**src/rtl/eprisc_io_pkg.sv**
```systemverilog
`default_nettype none
// ============================================================================
// Module  : eprisc_io_pkg
// Brief   : Shared constants, state encodings and helpers for the epRISC
//           I/O bus controller and its UART receiver.
// Rev     : 1.0  initial release
// ============================================================================
package eprisc_io_pkg;

    // Register map (7-bit address carried in the command byte)
    localparam logic [6:0] ADDR_STATUS  = 7'h00;
    localparam logic [6:0] ADDR_RXDATA  = 7'h01;
    localparam logic [6:0] ADDR_TXDATA  = 7'h02;
    localparam logic [6:0] ADDR_CONTROL = 7'h03;
    localparam logic [6:0] ADDR_DIVLO   = 7'h04;
    localparam logic [6:0] ADDR_DIVHI   = 7'h05;

    // STATUS bit positions
    localparam int STAT_RX_NE    = 0;
    localparam int STAT_TX_BUSY  = 1;
    localparam int STAT_OVERRUN  = 2;
    localparam int STAT_FRAMING  = 3;

    // Smallest usable bit period: the receiver needs a half period of >= 2
    localparam logic [15:0] DIV_MIN = 16'd4;

    typedef enum logic [1:0] {
        BUS_IDLE = 2'd0,
        BUS_CMD  = 2'd1,
        BUS_DATA = 2'd2
    } bus_state_t;

    typedef enum logic [1:0] {
        UART_IDLE  = 2'd0,
        UART_START = 2'd1,
        UART_DATA  = 2'd2,
        UART_STOP  = 2'd3
    } uart_state_t;

    function automatic logic [15:0] clamp_divisor(input logic [15:0] value);
        return (value < DIV_MIN) ? DIV_MIN : value;
    endfunction

endpackage
`default_nettype wire

```
**src/rtl/eprisc_uart_rx.sv**
```systemverilog
`default_nettype none
// ============================================================================
// Module  : eprisc_uart_rx
// Brief   : 8N1 UART receiver with input synchroniser, glitch rejection,
//           framing detection and a small receive FIFO.
// Rev     : 1.0  initial release
// ============================================================================
module eprisc_uart_rx
    import eprisc_io_pkg::*;
#(
    parameter int RX_DEPTH = 4
) (
    input  logic        clk,
    input  logic        rst_n,
    input  logic        rx_async,
    input  logic        flush,
    input  logic [15:0] divisor,
    input  logic        pop,
    output logic [7:0]  head,
    output logic        not_empty,
    output logic        overrun_evt,
    output logic        framing_evt
);

    localparam int PTR_W = (RX_DEPTH > 1) ? $clog2(RX_DEPTH) : 1;
    localparam int CNT_W = PTR_W + 1;
    localparam logic [CNT_W-1:0] DEPTH_C = CNT_W'(RX_DEPTH);

    logic              rx_meta;
    logic              rx_sync;
    uart_state_t       state;
    uart_state_t       state_next;
    logic [15:0]       cnt;
    logic [2:0]        bit_idx;
    logic [7:0]        shift;
    logic              armed;
    logic [15:0]       half_m1;
    logic [15:0]       div_m1;
    logic              half_end;
    logic              period_end;
    logic              bit_sample;
    logic              stop_sample;
    logic              push_req;

    logic [7:0]        mem [RX_DEPTH];
    logic [PTR_W-1:0]  wr_ptr;
    logic [PTR_W-1:0]  rd_ptr;
    logic [CNT_W-1:0]  count;
    logic              full;
    logic              do_pop;
    logic              do_push;

    assign half_m1     = (divisor >> 1) - 16'd1;
    assign div_m1      = divisor - 16'd1;
    assign half_end    = (state == UART_START) && (cnt == half_m1);
    assign period_end  = ((state == UART_DATA) || (state == UART_STOP)) && (cnt == div_m1);
    assign bit_sample  = (state == UART_DATA) && period_end;
    assign stop_sample = (state == UART_STOP) && period_end;
    assign push_req    = stop_sample && rx_sync && !flush;
    assign framing_evt = stop_sample && !rx_sync && !flush;

    assign full        = (count == DEPTH_C);
    assign not_empty   = (count != '0);
    assign do_pop      = pop && not_empty && !flush;
    // A full FIFO that is popped in the same cycle still has room
    assign do_push     = push_req && (!full || do_pop);
    assign overrun_evt = push_req && full && !do_pop;
    assign head        = mem[rd_ptr];

    // Two-flop synchroniser on the serial input
    always_ff @(posedge clk or negedge rst_n) begin
        if (!rst_n) begin
            rx_meta <= 1'b1;
            rx_sync <= 1'b1;
        end else begin
            rx_meta <= rx_async;
            rx_sync <= rx_meta;
        end
    end

    // Receive state register
    always_ff @(posedge clk or negedge rst_n) begin
        if (!rst_n) begin
            state <= UART_IDLE;
        end else begin
            state <= state_next;
        end
    end

    // Receive next-state logic: glitch check at half bit, then 8 data bits and stop
    always_comb begin
        state_next = state;
        case (state)
            UART_IDLE:  if (armed && !rx_sync) state_next = UART_START;
            UART_START: if (half_end) state_next = rx_sync ? UART_IDLE : UART_DATA;
            UART_DATA:  if (period_end && (bit_idx == 3'd7)) state_next = UART_STOP;
            UART_STOP:  if (period_end) state_next = UART_IDLE;
            default:    state_next = UART_IDLE;
        endcase
        if (flush) state_next = UART_IDLE;
    end

    // Bit timing, data shift register and re-arm tracking after a framing error
    always_ff @(posedge clk or negedge rst_n) begin
        if (!rst_n) begin
            cnt     <= '0;
            bit_idx <= '0;
            shift   <= '0;
            armed   <= 1'b0;
        end else if (flush) begin
            cnt     <= '0;
            bit_idx <= '0;
            armed   <= 1'b0;
        end else begin
            cnt <= ((state == UART_IDLE) || half_end || period_end) ? 16'd0 : cnt + 16'd1;
            if (state == UART_IDLE) begin
                bit_idx <= '0;
                if (rx_sync) armed <= 1'b1;
            end
            if (bit_sample) begin
                shift   <= {rx_sync, shift[7:1]};
                bit_idx <= bit_idx + 3'd1;
            end
            if (stop_sample && !rx_sync) armed <= 1'b0;
        end
    end

    // FIFO pointers and occupancy
    always_ff @(posedge clk or negedge rst_n) begin
        if (!rst_n) begin
            wr_ptr <= '0;
            rd_ptr <= '0;
            count  <= '0;
        end else if (flush) begin
            wr_ptr <= '0;
            rd_ptr <= '0;
            count  <= '0;
        end else begin
            if (do_push) wr_ptr <= wr_ptr + 1'b1;
            if (do_pop)  rd_ptr <= rd_ptr + 1'b1;
            case ({do_push, do_pop})
                2'b10:   count <= count + 1'b1;
                2'b01:   count <= count - 1'b1;
                default: count <= count;
            endcase
        end
    end

    // FIFO storage
    always_ff @(posedge clk) begin
        if (do_push) mem[wr_ptr] <= shift;
    end

endmodule
`default_nettype wire

```
**src/rtl/eprisc_io_controller.sv**
```systemverilog
`default_nettype none
// ============================================================================
// Module  : eprisc_io_controller
// Brief   : epRISC I/O bus peripheral: byte-wide command/data register
//           access, 8N1 UART transmitter, receive path and interrupt.
// Rev     : 1.0  initial release
// ============================================================================
module eprisc_io_controller
    import eprisc_io_pkg::*;
#(
    parameter int         CLKS_PER_BIT  = 256,
    parameter logic [1:0] DEVICE_SELECT = 2'b01,
    parameter int         RX_DEPTH      = 4
) (
    input  logic       iBoardClock,
    input  logic       iBoardReset,
    input  logic       iBusClock,
    input  logic [1:0] iBusSelect,
    input  logic [7:0] iBusMOSI,
    output logic [7:0] oBusMISO,
    output logic       oBusInterrupt,
    input  logic       iTTLSerialRX,
    output logic       oTTLSerialTX,
    input  logic       iTTLSerialRST
);

    localparam logic [15:0] DIV_RESET = 16'(CLKS_PER_BIT);

    logic        clk;
    logic        rst_n;
    assign clk   = iBoardClock;
    assign rst_n = iBoardReset;

    // Synchronised bus and flush inputs
    logic       bus_clk_meta, bus_clk_sync, bus_clk_prev;
    logic [1:0] sel_meta, sel_sync;
    logic [7:0] mosi_meta, mosi_sync;
    logic       flush_meta, flush_sync;

    // Bus decode
    bus_state_t bus_state, bus_next;
    logic       sel_match, byte_strobe, cmd_byte, data_byte;
    logic [7:0] cmd_reg, wr_data, rd_value, miso;
    logic       read_go, wr_go;
    logic [6:0] reg_addr;

    // Registers and flags
    logic [7:0]  control;
    logic [15:0] divisor;
    logic        overrun, framing, irq;

    // Receiver interface
    logic [7:0] rx_head;
    logic       rx_not_empty, rx_pop, rx_overrun_evt, rx_framing_evt;

    // Transmitter
    uart_state_t tx_state, tx_next;
    logic [15:0] tx_cnt;
    logic [2:0]  tx_bit;
    logic [7:0]  tx_shift;
    logic        tx_line, tx_start, tx_tick, tx_busy;

    assign sel_match   = (sel_sync == DEVICE_SELECT);
    assign byte_strobe = bus_clk_sync && !bus_clk_prev && sel_match;
    assign cmd_byte    = byte_strobe && (bus_state != BUS_CMD);
    assign data_byte   = byte_strobe && (bus_state == BUS_CMD);
    assign reg_addr    = cmd_reg[6:0];
    assign rx_pop      = read_go && (reg_addr == ADDR_RXDATA);
    assign tx_busy     = (tx_state != UART_IDLE);
    assign tx_tick     = tx_busy && (tx_cnt == divisor - 16'd1);
    assign tx_start    = wr_go && (reg_addr == ADDR_TXDATA) && !tx_busy && !flush_sync;

    assign oBusMISO      = miso;
    assign oBusInterrupt = irq;
    assign oTTLSerialTX  = tx_line;

    // Two-flop synchronisers for the bus and flush inputs, plus strobe history
    always_ff @(posedge clk or negedge rst_n) begin
        if (!rst_n) begin
            bus_clk_meta <= 1'b0;
            bus_clk_sync <= 1'b0;
            bus_clk_prev <= 1'b0;
            sel_meta     <= '0;
            sel_sync     <= '0;
            mosi_meta    <= '0;
            mosi_sync    <= '0;
            flush_meta   <= 1'b0;
            flush_sync   <= 1'b0;
        end else begin
            bus_clk_meta <= iBusClock;
            bus_clk_sync <= bus_clk_meta;
            bus_clk_prev <= bus_clk_sync;
            sel_meta     <= iBusSelect;
            sel_sync     <= sel_meta;
            mosi_meta    <= iBusMOSI;
            mosi_sync    <= mosi_meta;
            flush_meta   <= iTTLSerialRST;
            flush_sync   <= flush_meta;
        end
    end

    // Bus state register
    always_ff @(posedge clk or negedge rst_n) begin
        if (!rst_n) begin
            bus_state <= BUS_IDLE;
        end else begin
            bus_state <= bus_next;
        end
    end

    // Bus next state: bytes alternate command/data while selected
    always_comb begin
        bus_next = bus_state;
        if (!sel_match) begin
            bus_next = BUS_IDLE;
        end else if (byte_strobe) begin
            case (bus_state)
                BUS_IDLE, BUS_DATA: bus_next = BUS_CMD;
                BUS_CMD:            bus_next = BUS_DATA;
                default:            bus_next = BUS_IDLE;
            endcase
        end
    end

    // Command capture, one-cycle read/write launches and the MISO holding register
    always_ff @(posedge clk or negedge rst_n) begin
        if (!rst_n) begin
            cmd_reg <= '0;
            wr_data <= '0;
            read_go <= 1'b0;
            wr_go   <= 1'b0;
            miso    <= '0;
        end else begin
            read_go <= cmd_byte && mosi_sync[7];
            wr_go   <= data_byte && !cmd_reg[7];
            if (cmd_byte)  cmd_reg <= mosi_sync;
            if (data_byte) wr_data <= mosi_sync;
            if (read_go) begin
                miso <= rd_value;
            end else if (data_byte || !sel_match) begin
                miso <= '0;
            end
        end
    end

    // Read multiplexer
    always_comb begin
        rd_value = '0;
        case (reg_addr)
            ADDR_STATUS: begin
                rd_value[STAT_RX_NE]   = rx_not_empty;
                rd_value[STAT_TX_BUSY] = tx_busy;
                rd_value[STAT_OVERRUN] = overrun;
                rd_value[STAT_FRAMING] = framing;
            end
            ADDR_RXDATA:  rd_value = rx_not_empty ? rx_head : 8'h00;
            ADDR_CONTROL: rd_value = control;
            ADDR_DIVLO:   rd_value = divisor[7:0];
            ADDR_DIVHI:   rd_value = divisor[15:8];
            default:      rd_value = '0;
        endcase
    end

    // Register writes, sticky error flags and registered interrupt
    always_ff @(posedge clk or negedge rst_n) begin
        if (!rst_n) begin
            control <= '0;
            divisor <= DIV_RESET;
            overrun <= 1'b0;
            framing <= 1'b0;
            irq     <= 1'b0;
        end else begin
            if (wr_go) begin
                case (reg_addr)
                    ADDR_CONTROL: control <= wr_data;
                    ADDR_DIVLO:   divisor <= clamp_divisor({divisor[15:8], wr_data});
                    ADDR_DIVHI:   divisor <= clamp_divisor({wr_data, divisor[7:0]});
                    default:      ;
                endcase
            end
            // A new error in the same cycle as the clearing read survives it
            if (read_go && (reg_addr == ADDR_STATUS)) begin
                overrun <= rx_overrun_evt;
                framing <= rx_framing_evt;
            end else begin
                overrun <= overrun | rx_overrun_evt;
                framing <= framing | rx_framing_evt;
            end
            irq <= control[0] && rx_not_empty;
        end
    end

    // Transmit state register
    always_ff @(posedge clk or negedge rst_n) begin
        if (!rst_n) begin
            tx_state <= UART_IDLE;
        end else begin
            tx_state <= tx_next;
        end
    end

    // Transmit next state: start, 8 data bits, stop, one divisor period each
    always_comb begin
        tx_next = tx_state;
        case (tx_state)
            UART_IDLE:  if (tx_start) tx_next = UART_START;
            UART_START: if (tx_tick) tx_next = UART_DATA;
            UART_DATA:  if (tx_tick && (tx_bit == 3'd7)) tx_next = UART_STOP;
            UART_STOP:  if (tx_tick) tx_next = UART_IDLE;
            default:    tx_next = UART_IDLE;
        endcase
        if (flush_sync) tx_next = UART_IDLE;
    end

    // Transmit bit timer, shift register and line driver
    always_ff @(posedge clk or negedge rst_n) begin
        if (!rst_n) begin
            tx_cnt   <= '0;
            tx_bit   <= '0;
            tx_shift <= '0;
            tx_line  <= 1'b1;
        end else if (flush_sync) begin
            tx_cnt  <= '0;
            tx_bit  <= '0;
            tx_line <= 1'b1;
        end else begin
            tx_cnt <= (!tx_busy || tx_tick) ? 16'd0 : tx_cnt + 16'd1;
            if (tx_start) begin
                tx_shift <= wr_data;
                tx_bit   <= '0;
                tx_line  <= 1'b0;
            end else if (tx_tick) begin
                case (tx_state)
                    UART_START: tx_line <= tx_shift[0];
                    UART_DATA: begin
                        tx_bit   <= tx_bit + 3'd1;
                        tx_shift <= {1'b0, tx_shift[7:1]};
                        tx_line  <= (tx_bit == 3'd7) ? 1'b1 : tx_shift[1];
                    end
                    default: tx_line <= 1'b1;
                endcase
            end
        end
    end

    eprisc_uart_rx #(
        .RX_DEPTH (RX_DEPTH)
    ) u_rx (
        .clk         (clk),
        .rst_n       (rst_n),
        .rx_async    (iTTLSerialRX),
        .flush       (flush_sync),
        .divisor     (divisor),
        .pop         (rx_pop),
        .head        (rx_head),
        .not_empty   (rx_not_empty),
        .overrun_evt (rx_overrun_evt),
        .framing_evt (rx_framing_evt)
    );

endmodule
`default_nettype wire

```
**config.mk**
```make
export PLATFORM = sky130hd
export DESIGN_NAME = eprisc_io_controller
export DESIGN_NICKNAME = d
export VERILOG_FILES = /design/src/rtl/eprisc_io_pkg.sv /design/src/rtl/eprisc_uart_rx.sv /design/src/rtl/eprisc_io_controller.sv
export SDC_FILE = /design/constraint.sdc
export NUM_CORES = 1
export LEC_CHECK = 0
export CAP_MARGIN = 5
export CELL_PAD_IN_SITES_DETAIL_PLACEMENT = 0
export CELL_PAD_IN_SITES_GLOBAL_PLACEMENT = 2
export CORE_UTILIZATION = 45
export CTS_CLUSTER_SIZE = 40
export DETAILED_ROUTE_END_ITERATION = 16
export GPL_ROUTABILITY_DRIVEN = 0
export PLACE_DENSITY_LB_ADDON = 0.08
export SYNTH_ARGS = -nofsm -noshare
export SYNTH_HDL_FRONTEND = slang
export SYNTH_HIERARCHICAL = 1
export SYNTH_SLANG_ARGS = --single-unit
```
**constraint.sdc**
```tcl
create_clock -name iBoardClock -period 7.1 [get_ports iBoardClock]
set_input_delay 1.065 -clock iBoardClock [delete_from_list [all_inputs] [get_ports iBoardClock]]
set_output_delay 1.065 -clock iBoardClock [all_outputs]
set_load 0.1 [all_outputs]
```
==> impl_metrics.env <==
export IMPL_hpwl_um=15600
export IMPL_rsz0062_at_grt="false"
export IMPL_grt_pass1_wl_um=36700
export IMPL_crit_cells=10
export IMPL_critical_path_max_stage_delay_ps=620
export IMPL_synth_top_area_cell="dfrtp_1"
export IMPL_cts_tree="built"
export IMPL_synth_flop_cell="dfrtp_1"
export IMPL_setup_violations=0
export IMPL_grt_ovfl_total=0
export IMPL_maxCapViolations=0
export IMPL_fin_cells=1134
export IMPL_cts_max_path_buffers=2
export IMPL_hold_path_class="register to register"
export IMPL_insertion_delay_ps=450
export IMPL_numClockSinks=181
export IMPL_hold_slack_ps=349
export IMPL_vias=6558
export IMPL_cts_setup_buffers=0
export IMPL_hold_depth=0
export IMPL_power_frac_seq_pct=50.5
export IMPL_die_h_um=147
export IMPL_netlist_top_cells_area="dfrtp_1 (39%), edfxtp_1 (10%), mux2_2 (4.6%)"
export IMPL_viasPerCell=5.78
export IMPL_largest_reg_flops=32
export IMPL_synth_cell_types=82
export IMPL_placed_cells=1102
export IMPL_ctsHtreeMaxLevel=4
export IMPL_ff_latch_area_sq_mm=0.00469
export IMPL_track_usage_pct=21.9
export IMPL_areaGrowthSynthToFinish_pct=10.3
export IMPL_cts_root_buf="clkbuf_16"
export IMPL_cp_arrival_ps=4270
export IMPL_die_w_um=147
export IMPL_intPower_mw=1.62
export IMPL_yosys_area_top_type_share_pct=38.6
export IMPL_fill_cells=1824
export IMPL_ant_nets=0
export IMPL_cp_required_ps=7200
export IMPL_cts_hold_buf=0
export IMPL_skew_ps=26.9
export IMPL_cts_clk_slew_worst_paths_ps=80
export IMPL_hold_viol_final=0
export IMPL_grt_pass1_vias=6641
export IMPL_core_area_sq_mm=0.0204
export IMPL_antenna_cells=0
export IMPL_cts_resized=0
export IMPL_powerDensity_mw_per_mm2=215
export IMPL_wirelength_um=22100
export IMPL_synth_avg_cell_area_sq_um=11.0
export IMPL_final_setup_tns_ps=0
export IMPL_wl_per_cell_um=19.5
export IMPL_worstMarginPinSlew_ps=1100
export IMPL_start_util_pct=46.2
export IMPL_largest_register="u_rx/mem"
export IMPL_syn_area_sq_mm=0.00940
export IMPL_yosys_warnings=6
export IMPL_netlist_instances=853
export IMPL_maxSlewHeadroom_pct=25.9
export IMPL_final_max_slew_violation_count=0
export IMPL_switching_power_mw=0.611
export IMPL_drive_gt1_share_pct=12.8
export IMPL_io_buffer_count=24
export IMPL_multiInputGateArea_sq_mm=0.00437
export IMPL_fp_dieArea_sq_mm=0.0215
export IMPL_path_buf_inv=1
export IMPL_dpl_worst_slack_ps=3020
export IMPL_nets=886
export IMPL_cp_start_kind="register"
export IMPL_grt_max_degree=92
export IMPL_fmaxAchievable_mhz=240
export IMPL_pwr_share_clk_pct=42.3
export IMPL_drc=0
export IMPL_synth_nets=888
export IMPL_setup_ws_ps=2930
export IMPL_period_share_pct=58.8
export IMPL_synthArstFlopShare_pct=82.3
export IMPL_synth_edf_count=32
export IMPL_pin_count=25
export IMPL_switching_share_pct=27.3
export IMPL_p_total_mw=2.23
export IMPL_firstDrtPassIters=5
export IMPL_cts_buffers_inserted=17
export IMPL_critical_path_class="register to register"
export IMPL_antenna_found_initial=0
export IMPL_drt_iter0_drc=448
export IMPL_rows=52
export IMPL_timing_critical_path_cells="inv_1, ha_1, nor3b_2, nand4_1, nor3_1, o211ai_1, a2111oi_4, nand2_2, nor4_4, and2_1"
export IMPL_ir_drop_mv=0.193
export IMPL_min_period_ps=4170
export IMPL_cpLargestDelayFamily="simple AND/OR/NAND/NOR gates"
export IMPL_end_kind="register"
export IMPL_ys_seq_elements=181
export IMPL_power_frac_comb_pct=7.3
export IMPL_p_leak_nw=4.29
export IMPL_ys_seq_area_share_pct=49.9
export IMPL_crit_fanout=16
export IMPL_status="completed"
export IMPL_reg2reg_depth=10
export IMPL_cpMaxStageDelayCell="nor3b_2"
[layout by cell type (no fill, tap or decap), types with 18 or more instances in the layout]
cell	count
xnor2_1	46
ha_1	19
and3_1	18
o21ai_0	27
inv_1	28
nor2_1	70
nand3_1	37
xor2_1	41
nor3_1	19
a21oi_1	19
nand2_1	53
dfrtp_1	145
clkdlybuf4s50_1	23
mux2_2	38
edfxtp_1	32
[per-layer routing]
| metal | wire, um | up-vias | track usage (%) |
|---|---|---|---|
| met2 | 10900 | 125 | 36.4 |
| met3 | 693 | 17 | 3.50 |
| met4 | 219 | 0 | 5.36 |
| met1 | 10300 | 3335 | 30.1 |
| li1 | - | 3081 | - |
| met5 | 0 | - | 0 |
[final timing paths]
kind,start,end,slack (ps)
min in group asynchronous,iBoardReset,u_rx/cnt[6],680
hold reg to reg,mosi_meta[6],mosi_sync[6],350
max in group asynchronous,iBoardReset,tx_shift[3],5060
setup / recovery,divisor[2],u_rx/mem[3][5],2930
hold / removal,mosi_meta[6],mosi_sync[6],350
setup reg to reg,divisor[2],u_rx/mem[3][5],2930
[cell usage after synthesis (all sizes together) (6+ instances only)]
| cell | instances |
|---|---|
| nor2b | 6 |
| dfrtp | 145 |
| a22o | 8 |
| nand3 | 37 |
| a31oi | 6 |
| o211ai | 13 |
| nor2 | 72 |
| xor2 | 41 |
| or3 | 6 |
| clkbuf | 34 |
| xnor2 | 46 |
| mux4 | 8 |
| buf | 16 |
| nand2 | 54 |
| nand4 | 11 |
| edfxtp | 32 |
| mux2 | 41 |
| nor3 | 21 |
| o21ai | 30 |
| and3 | 18 |
| inv | 28 |
| nor3b | 9 |
| or4 | 6 |
| a211oi | 6 |
| nand2b | 6 |
| ha | 19 |
| and2 | 10 |
| nor4 | 17 |
| a222oi | 7 |
| mux2i | 7 |
| nand3b | 6 |
| a21oi | 19 |
[power groups by stage]
stage | Sequential (mW) | Combinational [mW] | Clock [mW]
global route | 1.13 | 0.185 | 1.01
global placement | 1.15 | 0.157 | 0
detailed placement | 1.15 | 0.164 | 0
finish | 1.13 | 0.162 | 0.944
CTS | 1.13 | 0.165 | 0.966
floorplan | 1.13 | 0.115 | 0
[cell type report]
type	instances	share of cell area, %
clock buffers	18	4.14
clock inverters	14	1.52
inverters	28	1.01
multi-input cells	594	42.1
flip-flops and latches	181	45.3
well taps	270	3.26
repair buffers	29	2.69
[through the flow]
step / instance area [sq um] / utilization [%]
6_report: 10400 / 50.9
5_1_grt: 10400 / 50.9
3_5_place_dp: 9780 / 48.0
4_1_cts: 10400 / 50.9
2_1_floorplan: 9400 / -
3_3_place_gp: 9780 / 48.0
[logic make-up (layout without fill, tap and decap cells)]
kind of cell,count (synthesis),count (layout),share of synthesized area [%]
fa+ha+maj,20,20,2.74
simple gates,289,289,16.8
flops,181,181,49.9
mux,56,56,7.61
xor+xnor,87,87,8.10
compound gates,142,142,11.2
buf+inv,78,89,3.62
Note: power is estimated with default switching activity, not from simulation.
